**src/rtl/uart_tx_tick_pkg.sv**
```systemverilog
// rtl/uart_tx_tick_pkg.sv - shared types and constants for the tick-driven UART transmitter
package uart_tx_tick_pkg;

    typedef enum logic [1:0] {
        IDLE  = 2'b00,
        START = 2'b01,
        DATA  = 2'b10,
        STOP  = 2'b11
    } tx_state_e;

    localparam int DEF_DATA_BITS  = 8;
    localparam int DEF_OVERSAMPLE = 16;
    localparam int DEF_SB_TICK    = 16;

    // Tick counter divisor: 50 MHz clock, 16x oversampling of 19200 baud, rounded to nearest.
    localparam int CLK_HZ   = 50_000_000;
    localparam int BAUD     = 19_200;
    localparam int BAUD_DIV = (CLK_HZ + 8 * BAUD) / (16 * BAUD);

    function automatic int max2(input int a, input int b);
        return (a > b) ? a : b;
    endfunction

endpackage

```
**src/rtl/uart_tx_tick_baud.sv**
```systemverilog
// rtl/uart_tx_tick_baud.sv - free-running mod-DIV counter producing a one-cycle tick
// Ports: clk, reset (async active-low), o_tick (high one clk every DIV clks).
module uart_tx_tick_baud
    import uart_tx_tick_pkg::*;
#(
    parameter int DIV = BAUD_DIV
) (
    input  logic clk,
    input  logic reset,
    output logic o_tick
);

    localparam int CW = (DIV > 1) ? $clog2(DIV) : 1;
    localparam logic [CW-1:0] L_LAST = CW'(DIV - 1);

    logic [CW-1:0] r_cnt;
    logic          r_tick;

    always_ff @(posedge clk or negedge reset) begin
        if (!reset) begin
            r_cnt  <= '0;
            r_tick <= 1'b0;
        end else begin
            r_tick <= (r_cnt == L_LAST);
            if (r_cnt == L_LAST) r_cnt <= '0;
            else                 r_cnt <= r_cnt + 1'b1;
        end
    end

    assign o_tick = r_tick;

endmodule

```
**src/rtl/uart_tx_top.sv**
```systemverilog
// rtl/uart_tx_top.sv - tick counter feeding the UART transmitter
// Ports: clk, reset (async active-low), tx_start, din, tx, tx_busy, tx_done_tick.
module uart_tx_top
    import uart_tx_tick_pkg::*;
#(
    parameter int DATA_BITS = DEF_DATA_BITS
) (
    input  logic                 clk,
    input  logic                 reset,
    input  logic                 tx_start,
    input  logic [DATA_BITS-1:0] din,
    output logic                 tx,
    output logic                 tx_busy,
    output logic                 tx_done_tick
);

    logic w_tick;

    uart_tx_tick_baud #(.DIV(BAUD_DIV)) u_baud (
        .clk    (clk),
        .reset  (reset),
        .o_tick (w_tick)
    );

    uart_tx_tick #(
        .DATA_BITS  (DATA_BITS),
        .SB_TICK    (DEF_SB_TICK),
        .OVERSAMPLE (DEF_OVERSAMPLE)
    ) u_tx (
        .clk          (clk),
        .reset        (reset),
        .s_tick       (w_tick),
        .tx_start     (tx_start),
        .din          (din),
        .tx           (tx),
        .tx_busy      (tx_busy),
        .tx_done_tick (tx_done_tick)
    );

endmodule

```
**src/rtl/uart_tx_tick.sv**
```systemverilog
// rtl/uart_tx_tick.sv - UART transmitter clocked by an external oversampling strobe
// Ports: clk, reset (async active-low), s_tick (oversample strobe), tx_start (request, IDLE only),
//        din (byte latched on accept), tx (serial line, idle high), tx_busy, tx_done_tick (1-clk pulse).
module uart_tx_tick
    import uart_tx_tick_pkg::*;
#(
    parameter int DATA_BITS  = DEF_DATA_BITS,
    parameter int SB_TICK    = DEF_SB_TICK,
    parameter int OVERSAMPLE = DEF_OVERSAMPLE
) (
    input  logic                 clk,
    input  logic                 reset,
    input  logic                 s_tick,
    input  logic                 tx_start,
    input  logic [DATA_BITS-1:0] din,
    output logic                 tx,
    output logic                 tx_busy,
    output logic                 tx_done_tick
);

    localparam int SW = $clog2(max2(OVERSAMPLE, SB_TICK));
    localparam int NW = $clog2(DATA_BITS);
    localparam logic [SW-1:0] L_OS_LAST = SW'(OVERSAMPLE - 1);
    localparam logic [SW-1:0] L_SB_LAST = SW'(SB_TICK - 1);
    localparam logic [NW-1:0] L_N_LAST  = NW'(DATA_BITS - 1);

    tx_state_e            r_state;
    logic [SW-1:0]        r_s_cnt;
    logic [NW-1:0]        r_n_cnt;
    logic [DATA_BITS-1:0] r_shift;
    logic                 r_tx;
    logic                 r_done;

    always_ff @(posedge clk or negedge reset) begin
        if (!reset) begin
            r_state <= IDLE;
            r_s_cnt <= '0;
            r_n_cnt <= '0;
            r_shift <= '0;
            r_tx    <= 1'b1;
            r_done  <= 1'b0;
        end else begin
            r_done <= 1'b0;
            case (r_state)
                IDLE: begin
                    r_tx <= 1'b1;
                    if (tx_start) begin
                        r_shift <= din;
                        r_s_cnt <= '0;
                        r_state <= START;
                        r_tx    <= 1'b0;    // start bit appears on the accepting edge
                    end
                end
                START: begin
                    if (s_tick) begin
                        if (r_s_cnt == L_OS_LAST) begin
                            r_s_cnt <= '0;
                            r_n_cnt <= '0;
                            r_state <= DATA;
                            r_tx    <= r_shift[0];
                        end else begin
                            r_s_cnt <= r_s_cnt + 1'b1;
                        end
                    end
                end
                DATA: begin
                    if (s_tick) begin
                        if (r_s_cnt == L_OS_LAST) begin
                            r_s_cnt <= '0;
                            r_shift <= r_shift >> 1;
                            if (r_n_cnt == L_N_LAST) begin
                                r_state <= STOP;
                                r_tx    <= 1'b1;
                            end else begin
                                r_n_cnt <= r_n_cnt + 1'b1;
                                // bit 1 is the one that lands in bit 0 after this shift
                                r_tx    <= r_shift[1];
                            end
                        end else begin
                            r_s_cnt <= r_s_cnt + 1'b1;
                        end
                    end
                end
                STOP: begin
                    r_tx <= 1'b1;
                    if (s_tick) begin
                        if (r_s_cnt == L_SB_LAST) begin
                            r_s_cnt <= '0;
                            r_state <= IDLE;
                            r_done  <= 1'b1;
                        end else begin
                            r_s_cnt <= r_s_cnt + 1'b1;
                        end
                    end
                end
                default: r_state <= IDLE;
            endcase
        end
    end

    assign tx           = r_tx;
    assign tx_busy      = (r_state != IDLE);
    assign tx_done_tick = r_done;

endmodule

```
**config.mk**
```make
export PLATFORM = sky130hd
export DESIGN_NAME = uart_tx_top
export DESIGN_NICKNAME = d
export VERILOG_FILES = /design/src/rtl/uart_tx_tick_pkg.sv /design/src/rtl/uart_tx_tick_baud.sv /design/src/rtl/uart_tx_top.sv /design/src/rtl/uart_tx_tick.sv
export SDC_FILE = /design/constraint.sdc
export NUM_CORES = 1
export LEC_CHECK = 0
export CAP_MARGIN = 20
export CORE_MARGIN = 5
export CORE_UTILIZATION = 50
export DETAILED_ROUTE_END_ITERATION = 10
export GPL_ROUTABILITY_DRIVEN = 1
export PLACE_DENSITY = 0.8
export REMOVE_ABC_BUFFERS = 1
export SLEW_MARGIN = 20
export SYNTH_ARGS = -nofsm -noshare
export SYNTH_HDL_FRONTEND = slang
export SYNTH_SLANG_ARGS = --single-unit
export TNS_END_PERCENT = 10
```
**constraint.sdc**
```tcl
create_clock -name clk -period 3.5 [get_ports clk]
set_clock_uncertainty 0.2 [all_clocks]
set_input_delay 1.05 -clock clk [delete_from_list [all_inputs] [get_ports clk]]
set_output_delay 1.05 -clock clk [all_outputs]
set_load 0.01 [all_outputs]
```
==> key figures, run 1 <==
Setup path
  • CP max stage cell: clkdlybuf4s50_1
  • CP top delay family: buffers and inverters
  • Critical-path cell list: inv_1 -> ha_1 -> inv_1 -> clkdlybuf4s50_1
  • Buffer and inverter count on the worst path: 3
  • Setup crit start kind: flip-flop
  • Crit-path most repeated cell: inv_1
  • Worst EP required: 2.25 ns
  • Arr. time, crit path: 1.70 ns
  • Crit path max fanout: 4
  • Critical path endpoint category: primary output
  • Worst path max stage delay: 0.52 ns
  • Crit Path Category: reg2out

Finish
  • Layout cells sized above 1: 7.69%
  • Layout area overhead: 14.4%
  • Ant. Diodes: 0
  • Cell Count, Final, Fillers Out: 187
  • Nets: 178
  • Design area: 0.00166 mm2
  • Fillers: 236

Detailed routing
  • TritonRoute pass-1 iters: 4
  • Routed Antenna Nets: 0
  • Via density: 6.18
  • Post-Route WL: 2.79 mm
  • DRC: 0
  • DR vias: 1156
  • WL/cell: 14.9 um
  • Iter 0 DRT Violations: 42

Status
  • Status: finished clean

Clock tree
  • Clock sink count: 28
  • Clock-pin transition on the worst setup and hold timing paths: 0.15 ns
  • CTS Hold Bufs: 0
  • Clock tree from TritonCTS: built
  • Post CTS Setup Buffer Count: 0
  • CTS Buf Count: 3
  • CTS resizes: 0
  • H-tree levels: 1
  • Root Buffer: clkbuf_4
  • Worst skew pair latency: 0.33 ns
  • Max Root-Sink Buffers: 2

Logic synthesis
  • Ys flop type: dfrtp_1
  • Synth top area share: 46.6%
  • Cell with the most instances after synthesis: dfrtp_1
  • Synthesized instance count: 141
  • Synth Warn #: 0
  • Seq/Total Area, Yosys: 48.4%
  • FFs w/ async S/R, synth: 100%
  • Syn Area/Cell: 10.3 um2
  • Post-synth EDFFs: 0
  • Top cell type by total area after synthesis: dfrtp_1
  • Largest cells by area after synthesis: dfrtp_1 (47%), ha_1 (8.6%), o22ai_1 (6.0%), a21oi_1 (3.8%), o21ai_0 (3.8%)
  • Yosys reg bits: 28
  • Synth unique cells: 36
  • Most frequent cells after synthesis: dfrtp_1 (27), o22ai_1 (14), nand2_1 (12)
  • Synth Cell Area: 0.00145 mm2

Timing
  • Final setup violation count: 0
  • Final period util: 84.3%
  • Setup TNS: 0 ns
  • Fin. Hold Viols: 0
  • RSZ-0062 raised after global routing: false
  • Max Slew Vio Count: 0
  • Worst slew margin: 68.4%
  • Worst-Margin Slew: 0.472 ns
  • Min Tclk post-route: 2.95 ns
  • Max Freq: 0.339 GHz
  • Hold WS: 0.315 ns

Placement
  • Post-DP Area: 0.00161 mm2
  • Hpwl dp: 2.10 mm
  • Dpl cells: 183
  • Port bufs: 13
  • RePlAce Congestion: 0.845

Floorplan
  • I/O pin count: 14
  • Die W: 63.8 um
  • Die Footprint: 0.00407 mm2
  • Die Y-Extent: 63.8 um
  • FP Rows: 19
  • Initial cell density of the core: 52.5%
  • Core area: 0.00276 mm2

Power
  • Pwr dens: 334 mW/mm2
  • Leak: 0.753 nW
  • Max IR drop VDD: 0.000210 V

Global route
  • Total gr overflow: 0
  • First-pass GRT wire length: 4.91 mm
  • Total track usage: 14.6%
  • Number of global-route vias before repair: 1162
  • Largest net degree at the start of global routing: 20
  • Initial antenna violation count: 0

Min path
  • HP Class: reg2reg

Run
  • Max-cap viol count: 0
## through the flow
step                      setup slack, ns  total power, mW  utilization (%)
after floorplan                      1.47            0.330                -
after CTS                           0.536            0.562             60.1
final                               0.550            0.553             60.1
after detailed placement            0.863            0.350             58.2
after global routing                0.443            0.578             60.1
after global placement              0.902            0.349             58.2
## report_power, final
| group | leakage, nW | switching (mW) | internal, mW |
|---|---|---|---|
| Sequential | 0.363 | 0 | 0.324 |
| Clock | 0.0279 | 0.0943 | 0.116 |
| Combinational | 0.363 | 0.00817 | 0.0109 |
| Total | 0.753 | 0.102 | 0.450 |
## metal layers
| layer | global-route usage, % | part of all wire (%) | vias up |
|---|---|---|---|
| met4 | 7.27 | 2.3 | 0 |
| met1 | 16.6 | 42 | 566 |
| li1 | - | - | 553 |
| met5 | 0 | 0 | - |
| met2 | 26.0 | 53 | 27 |
| met3 | 2.28 | 3.4 | 10 |
## state kept, by name, indices dropped and copies added, names as in the netlist
register,flops
u_tx.r_state,2
u_tx.tx_done_tick,1
u_tx.r_shift,8
u_baud.r_cnt,8
u_tx.tx,1
u_tx.r_n_cnt,3
u_baud.o_tick,1
u_tx.r_s_cnt,4
## cell families after synthesis
| kind of cell | share of synthesized area (%) |
|---|---|
| compound gates | 20.8 |
| simple gates | 14.2 |
| flops | 48.4 |
| fa+ha+maj | 8.64 |
| buf+inv | 2.68 |
| xor+xnor | 2.42 |
| mux | 2.85 |
## placed cells by master, fill, tap and decap left out, types with 2 or more instances in the layout
cell type / count
a21oi_1: 11
a22oi_1: 3
a31oi_1: 2
and3_1: 2
clkbuf_4: 3
clkdlybuf4s50_1: 13
dfrtp_1: 27
ha_1: 10
inv_1: 5
mux2_4: 2
nand2_1: 12
nand2b_1: 2
nand3_1: 4
nor2_1: 5
nor2b_1: 2
nor3_1: 5
o21ai_0: 11
o21ai_1: 2
o22ai_1: 14
xnor2_1: 3
## path summary, 6_finish.rpt
| kind | start | end | slack, ns | depth (start not counted) |
|---|---|---|---|---|
| worst max-delay path | u_tx.r_state[1]$_DFFE_PN0P_ | tx_busy | 0.55 | 4 |
| worst min-delay path | u_baud.r_cnt[6]$_DFF_PN0_ | u_baud.r_cnt[6]$_DFF_PN0_ | 0.32 | 1 |
| worst max register to register | u_tx.r_state[0]$_DFFE_PN0P_ | u_tx.r_state[1]$_DFFE_PN0P_ | 1.28 | 5 |
| worst min register to register | u_baud.r_cnt[6]$_DFF_PN0_ | u_baud.r_cnt[6]$_DFF_PN0_ | 0.32 | 1 |
| max in group asynchronous | reset | u_tx.r_state[1]$_DFFE_PN0P_ | 1.67 | 2 |
| min in group asynchronous | reset | u_tx.r_n_cnt[0]$_DFFE_PN0P_ | 0.82 | 1 |
## cell type report
class / count / area (um2) / area share [%]
clock inverters: 1 / 30.0 / 1.81
flip-flops and latches: 28 / 702 / 42.3
well taps: 31 / 38.8 / 2.34
clock buffers: 3 / 22.5 / 1.36
inverters: 5 / 18.8 / 1.13
multi-input cells: 105 / 708 / 42.7
repair buffers: 14 / 138 / 8.30
Power figures use the tool's default switching activity.
==> run 2, diff against run 1 <==
--- a/config.mk
+++ b/config.mk
@@ -10,7 +10,7 @@
 export CORE_UTILIZATION = 50
 export DETAILED_ROUTE_END_ITERATION = 10
 export GPL_ROUTABILITY_DRIVEN = 1
-export PLACE_DENSITY = 0.8
+export PLACE_DENSITY = 0.83
 export REMOVE_ABC_BUFFERS = 1
 export SLEW_MARGIN = 20
 export SYNTH_ARGS = -nofsm -noshare
==> constraint.sdc (replaced) <==
create_clock -name clk -period 2.7 [get_ports clk]
set_clock_uncertainty 0.2 [all_clocks]
set_input_delay 0.81 -clock clk [delete_from_list [all_inputs] [get_ports clk]]
set_output_delay 0.81 -clock clk [all_outputs]
set_load 0.01 [all_outputs]
==> key figures, run 2 (synthesis gave the netlist of run 1 again) <==
Status
  • Status: finished clean

Clock tree
  • Clock-pin transition on the worst setup and hold timing paths: 0.16 ns (about the same)
  • Max Root-Sink Buffers: 2 (unchanged)
  • Worst skew pair latency: 0.33 ns (about the same)
  • H-tree levels: 1 (unchanged)
  • Clock tree from TritonCTS: built
  • CTS Buf Count: 3 (unchanged)
  • Clock sink count: 28 (unchanged)
  • Root Buffer: clkbuf_4

Setup path
  • Buffer and inverter count on the worst path: 3 (unchanged)
  • Worst path max stage delay: 0.47 ns (-0.05 ns)
  • Arr. time, crit path: 1.60 ns (-0.10 ns)
  • Critical path endpoint category: primary output
  • Critical-path cell list: inv_1 -> ha_2 -> inv_1 -> clkdlybuf4s50_1
  • FF-to-FF setup slack: 0.51 ns (-0.77 ns)
  • Crit Path Category: reg2out
  • CP max stage cell: clkdlybuf4s50_1
  • Crit-path most repeated cell: inv_1
  • Crit path max fanout: 4 (unchanged)
  • CP top delay family: buffers and inverters
  • Setup crit start kind: flip-flop
  • Worst EP required: 1.69 ns (-0.56 ns)

Global route
  • Total track usage: 14.4% (-0.17 points)
  • First-pass GRT wire length: 4.82 mm (-1.7%)
  • Number of global-route vias before repair: 1090 (-6.2%)
  • Initial antenna violation count: 0 (unchanged)
  • Total gr overflow: 0 (unchanged)
  • Largest net degree at the start of global routing: 29 (+45%)

Timing
  • Final period util: 96.8%
  • RSZ-0062 raised after global routing: false
  • Min Tclk post-route: 2.61 ns
  • Max Slew Vio Count: 0 (unchanged)
  • Setup TNS: 0 ns (unchanged)
  • Worst Setup Slack, final: 0.0853 ns (-0.464 ns)
  • Max Freq: 0.382 GHz
  • Fin. Hold Viols: 0 (unchanged)
  • Worst slew margin: 67.5% (-0.91 points)
  • Worst-Margin Slew: 0.483 ns (+0.0106 ns)
  • Final setup violation count: 0 (unchanged)

Finish
  • Layout cells sized above 1: 9.49% (+1.8 points)
  • Layout area overhead: 15.6%
  • Ant. Diodes: 0 (unchanged)
  • Top flop regs: u_baud.r_cnt (8), u_tx.r_shift (8), u_tx.r_s_cnt (4)
  • Fillers: 234 (-0.85%)
  • Most frequent cells in the layout: dfrtp_1 (27), o22ai_1 (14), clkdlybuf4s50_1 (13)
  • Nets: 180 (+1.1%)
  • Commonest non-fill, non-tap cell in the layout: dfrtp_1
  • Cell Count, Final, Fillers Out: 189 (+1.1%)

Placement
  • Place WS: 0.289 ns (-0.575 ns)
  • Port bufs: 13 (unchanged)
  • RePlAce Congestion: 0.757 (-10%)
  • Hpwl dp: 2.11 mm (+0.62%)
  • Dpl cells: 183 (unchanged)

Floorplan
  • Die W: 63.8 um (unchanged)
  • FP Rows: 19 (unchanged)
  • Die Y-Extent: 63.8 um (unchanged)
  • Initial cell density of the core: 52.5% (unchanged)
  • Core area: 0.00276 mm2 (unchanged)
  • I/O pin count: 14 (unchanged)
  • Die Footprint: 0.00407 mm2 (unchanged)

Detailed routing
  • Iter 0 DRT Violations: 55 (+31%)
  • WL/cell: 15.0 um (+0.93%)
  • DR vias: 1137 (-1.6%)
  • Routed Antenna Nets: 0 (unchanged)
  • Post-Route WL: 2.84 mm (+2.0%)
  • Via density: 6.02 (-2.7%)
  • DRC: 0 (unchanged)
  • TritonRoute pass-1 iters: 4 (unchanged)

Power
  • Sw power: 135 uW (+32%)
  • Sw Share: 18.8% (+0.27 points)
  • Clk pwr share: 38.2% (+0.2 points)
  • Power share of the sequential group: 58.3% (-0.2 points)
  • P_int: 584 uW (+30%)
  • Comb pwr share: 3.5% (about the same)
  • Leak: 0.762 nW (+1.1%)
  • Pwr dens: 429 mW/mm2 (+29%)
  • Max IR drop VDD: 0.000306 V (+46%)

Min path
  • HP Class: reg2reg

Run
  • Max-cap viol count: 0 (unchanged)
run 2: per-layer routing:
layer | vias to the layer above | track usage, % | share of wire, %
li1 | 563 | - | -
met1 | 557 | 17.9 | 45
met2 | 13 | 24.5 | 51
met3 | 4 | 3.15 | 2.7
met4 | 0 | 4.94 | 1.0
met5 | - | 0 | 0
run 2: worst paths after layout:
kind / from / endpoint / cells after the start
setup / recovery: u_tx.r_state[0]$_DFFE_PN0P_ / tx_busy / 4
hold / removal: u_baud.r_cnt[6]$_DFF_PN0_ / u_baud.r_cnt[6]$_DFF_PN0_ / 1
setup reg to reg: u_tx.r_state[0]$_DFFE_PN0P_ / u_tx.r_state[1]$_DFFE_PN0P_ / 5
hold reg to reg: u_baud.r_cnt[6]$_DFF_PN0_ / u_baud.r_cnt[6]$_DFF_PN0_ / 1
max in group asynchronous: reset / u_tx.tx$_DFFE_PN1P_ / 2
min in group asynchronous: reset / u_tx.r_n_cnt[2]$_DFFE_PN0P_ / 2
run 2: worst register-to-register path: stages, from the launching register on:
cell,delay [ns]
dfrtp_1,0.40
inv_1,0.12
ha_1,0.48
inv_1,0.27
o221ai_2,0.31
mux2_4,0.32
run 2: timing repair:
item | 4_1_cts | 5_1_grt
gates resized for setup | 0 | 1
buffers inserted | 2 | 0
endpoints found under the setup margin | 1 | 1
hold endpoints to repair | 0 | 0
hold buffers | 0 | 0
run 2: power by group through the flow:
| stage | clock (mW) | combinational, mW | sequential (mW) |
|---|---|---|---|
| finish | 0.274 | 0.0252 | 0.420 |
| global route | 0.302 | 0.0278 | 0.420 |
| CTS | 0.281 | 0.0259 | 0.420 |
| detailed placement | 0 | 0.0259 | 0.427 |
| global placement | 0 | 0.0251 | 0.427 |
| floorplan | 0 | 0.000702 | 0.427 |
run 2: stage by stage:
step	area (um2)	hold WS, ns	utilization [%]	power [mW]
2_1_floorplan	1430	0.264	-	0.428
3_3_place_gp	1610	0.287	58.2	0.452
3_5_place_dp	1610	0.294	58.2	0.453
4_1_cts	1670	0.322	60.7	0.726
5_1_grt	1680	0.356	60.8	0.750
6_report	1680	0.319	60.8	0.719
run 2: layout make-up:
class                   count  area [um2]  area share [%]
well taps                  31        38.8            2.32
multi-input cells         105         711            42.4
clock buffers               3        22.5            1.34
inverters                   5        18.8            1.12
clock inverters             1        30.0            1.79
repair buffers             16         153            9.11
flip-flops and latches     28         702            41.9
==> run 3, diff against run 2 <==
--- a/config.mk
+++ b/config.mk
@@ -9,8 +9,9 @@
 export CORE_MARGIN = 5
 export CORE_UTILIZATION = 50
 export DETAILED_ROUTE_END_ITERATION = 10
+export DONT_BUFFER_PORTS = 1
 export GPL_ROUTABILITY_DRIVEN = 1
-export PLACE_DENSITY = 0.83
+export PLACE_DENSITY = 0.77
 export REMOVE_ABC_BUFFERS = 1
 export SLEW_MARGIN = 20
 export SYNTH_ARGS = -nofsm -noshare
==> key figures, run 3 (synthesis gave the netlist of run 1 again) <==
Timing
  • Hold WS: 0.0674 ns (-0.251 ns)
  • RSZ-0062 raised after global routing: false
  • Fin. Hold Viols: 0 (unchanged)
  • Worst slew margin: 69.3% (+1.8 points)
  • Final setup violation count: 0 (unchanged)
  • Final period util: 84.2% (-13 points)
  • Worst Setup Slack, final: 0.426 ns (+0.340 ns)
  • Worst-Margin Slew: 0.460 ns (-0.0226 ns)
  • Setup TNS: 0 ns (unchanged)
  • Max Slew Vio Count: 0 (unchanged)
  • Min Tclk post-route: 2.27 ns (-0.340 ns)
  • Max Freq: 0.440 GHz (+15%)

Power
  • Sw Share: 20.0% (+1.2 points)
  • P_int: 506 uW (-13%)
  • Sw power: 127 uW (-6.2%)
  • Power share of the sequential group: 66.3% (+8.0 points)
  • Pwr dens: 415 mW/mm2 (-3.3%)
  • Max IR drop VDD: 0.000501 V (+64%)
  • Leak: 0.701 nW (-8.0%)
  • Total power: 633 uW (-12%)
  • Clk pwr share: 32.0% (-6.2 points)
  • Comb pwr share: 1.7% (-1.8 points)

Floorplan
  • FP Rows: 19 (unchanged)
  • Die Footprint: 0.00407 mm2 (unchanged)
  • Initial cell density of the core: 52.5% (unchanged)
  • Die W: 63.8 um (unchanged)
  • Die Y-Extent: 63.8 um (unchanged)
  • Core area: 0.00276 mm2 (unchanged)
  • I/O pin count: 14 (unchanged)

Finish
  • Layout area overhead: 5.18%
  • Commonest non-fill, non-tap cell in the layout: dfrtp_1
  • Top flop regs: u_baud.r_cnt (8), u_tx.r_shift (8), u_tx.r_s_cnt (4)
  • Layout cells sized above 1: 8.39% (-1.1 points)
  • Cell Count, Final, Fillers Out: 174 (-7.9%)
  • Nets: 165 (-8.3%)
  • Most frequent cells in the layout: dfrtp_1 (27), o22ai_1 (14), nand2_1 (12)
  • Ant. Diodes: 0 (unchanged)

Clock tree
  • Clock tree from TritonCTS: built
  • H-tree levels: 1 (unchanged)
  • Worst skew pair latency: 0.33 ns (about the same)
  • Clock-pin transition on the worst setup and hold timing paths: 0.15 ns (about the same)
  • Max Root-Sink Buffers: 2 (unchanged)
  • Root Buffer: clkbuf_4
  • Clock sink count: 28 (unchanged)
  • Post CTS Setup Buffer Count: 0 (-2)
  • CTS Buf Count: 3 (unchanged)

Global route
  • Total track usage: 14.3% (-0.084 points)
  • Initial antenna violation count: 0 (unchanged)
  • Number of global-route vias before repair: 1013 (-7.1%)
  • First-pass GRT wire length: 4.69 mm (-2.9%)
  • Total gr overflow: 0 (unchanged)
  • Largest net degree at the start of global routing: 28 (-3.4%)

Setup path
  • Worst setup path start: u_tx.r_state[1]$_DFFE_PN0P_
  • Crit Path Category: reg2out
  • Setup crit start kind: flip-flop
  • Worst EP required: 1.69 ns (about the same)
  • Arr. time, crit path: 1.26 ns (-0.34 ns)
  • Crit path max fanout: 4 (unchanged)
  • R2r startpoint: u_tx.r_state[0]$_DFFE_PN0P_
  • Critical path endpoint category: primary output

Detailed routing
  • DR vias: 1072 (-5.7%)
  • Post-Route WL: 2.77 mm (-2.4%)
  • Iter 0 DRT Violations: 82 (+49%)
  • Routed Antenna Nets: 0 (unchanged)
  • TritonRoute pass-1 iters: 4 (unchanged)
  • WL/cell: 15.9 um (+6.0%)
  • Via density: 6.16 (+2.4%)
  • DRC: 0 (unchanged)

Placement
  • Hpwl dp: 1.97 mm (-6.9%)
  • Place WS: 0.538 ns (+0.249 ns)
  • Port bufs: 0 (-13)
  • RePlAce Congestion: 0.769 (+1.7%)
  • Dpl cells: 169 (-7.7%)

Run
  • Max-cap viol count: 0 (unchanged)

Min path
  • HP Class: in2async

Status
  • Status: finished clean
==> run 3: changes by cell type in the layout (fill, tap and decap cells not counted), sizes merged <==
cell / before / now
clkbuf: 3 / 4
buf: 3 / 1
clkdlybuf4s50: 13 / 0
bufinv: 1 / 0
==> run 3: critical path, cell delays in order (launching register included) <==
cell and delay [ns]:
dfrtp_1 0.45, inv_1 0.11, ha_1 0.26, inv_1 0.11
==> run 3: metrics by stage <==
step	instance area (um2)	util [%]
after floorplan	1430	-
after global placement	1470	53.2
after detailed placement	1470	53.2
after CTS	1520	55.3
after global routing	1520	55.3
final	1520	55.3
==> run 3: timing repair <==
action,in CTS,in global routing
hold buffers,1,0
gates resized for setup,0,0
hold endpoints to repair,27,0
==> run 3: worst paths after layout <==
path / end / slack (ns) / cells past startpoint
worst max register to register: u_tx.r_state[1]$_DFFE_PN0P_ / 0.53 / 5
worst min-delay path: u_tx.r_s_cnt[1]$_DFFE_PN0P_ / 0.07 / 1
max in group asynchronous: u_tx.r_shift[2]$_DFFE_PN0P_ / 2.08 / 1
min in group clk: u_baud.r_cnt[6]$_DFF_PN0_ / 0.32 / 1
worst max-delay path: tx_busy / 0.43 / 3
worst min register to register: u_baud.r_cnt[6]$_DFF_PN0_ / 0.32 / 1
==> run 3: layer usage <==
layer  wire [um]  GRT usage [%]  vias to the layer above
met4          40           5.19                        0
met5           0              0                        -
li1            -              -                      530
met1        1280           19.1                      515
met2        1360           22.6                       23
met3          95           3.33                        4
==> run 3: power by group through the flow <==
stage	clock, mW	sequential, mW	combinational (mW)
after global routing	0.235	0.420	0.0131
final	0.202	0.420	0.0110
after CTS	0.210	0.420	0.0116
after global placement	0	0.427	0.000702
after floorplan	0	0.427	0.000702
after detailed placement	0	0.427	0.000702
==> run 3: final cells by class <==
cell class | count | area (um2)
inverter | 5 | 18.8
multi-input combinational | 105 | 708
tap | 31 | 38.8
sequential | 28 | 702
clock buffer | 4 | 36.3
timing repair buffer | 1 | 20.0
fill | 237 | 1230
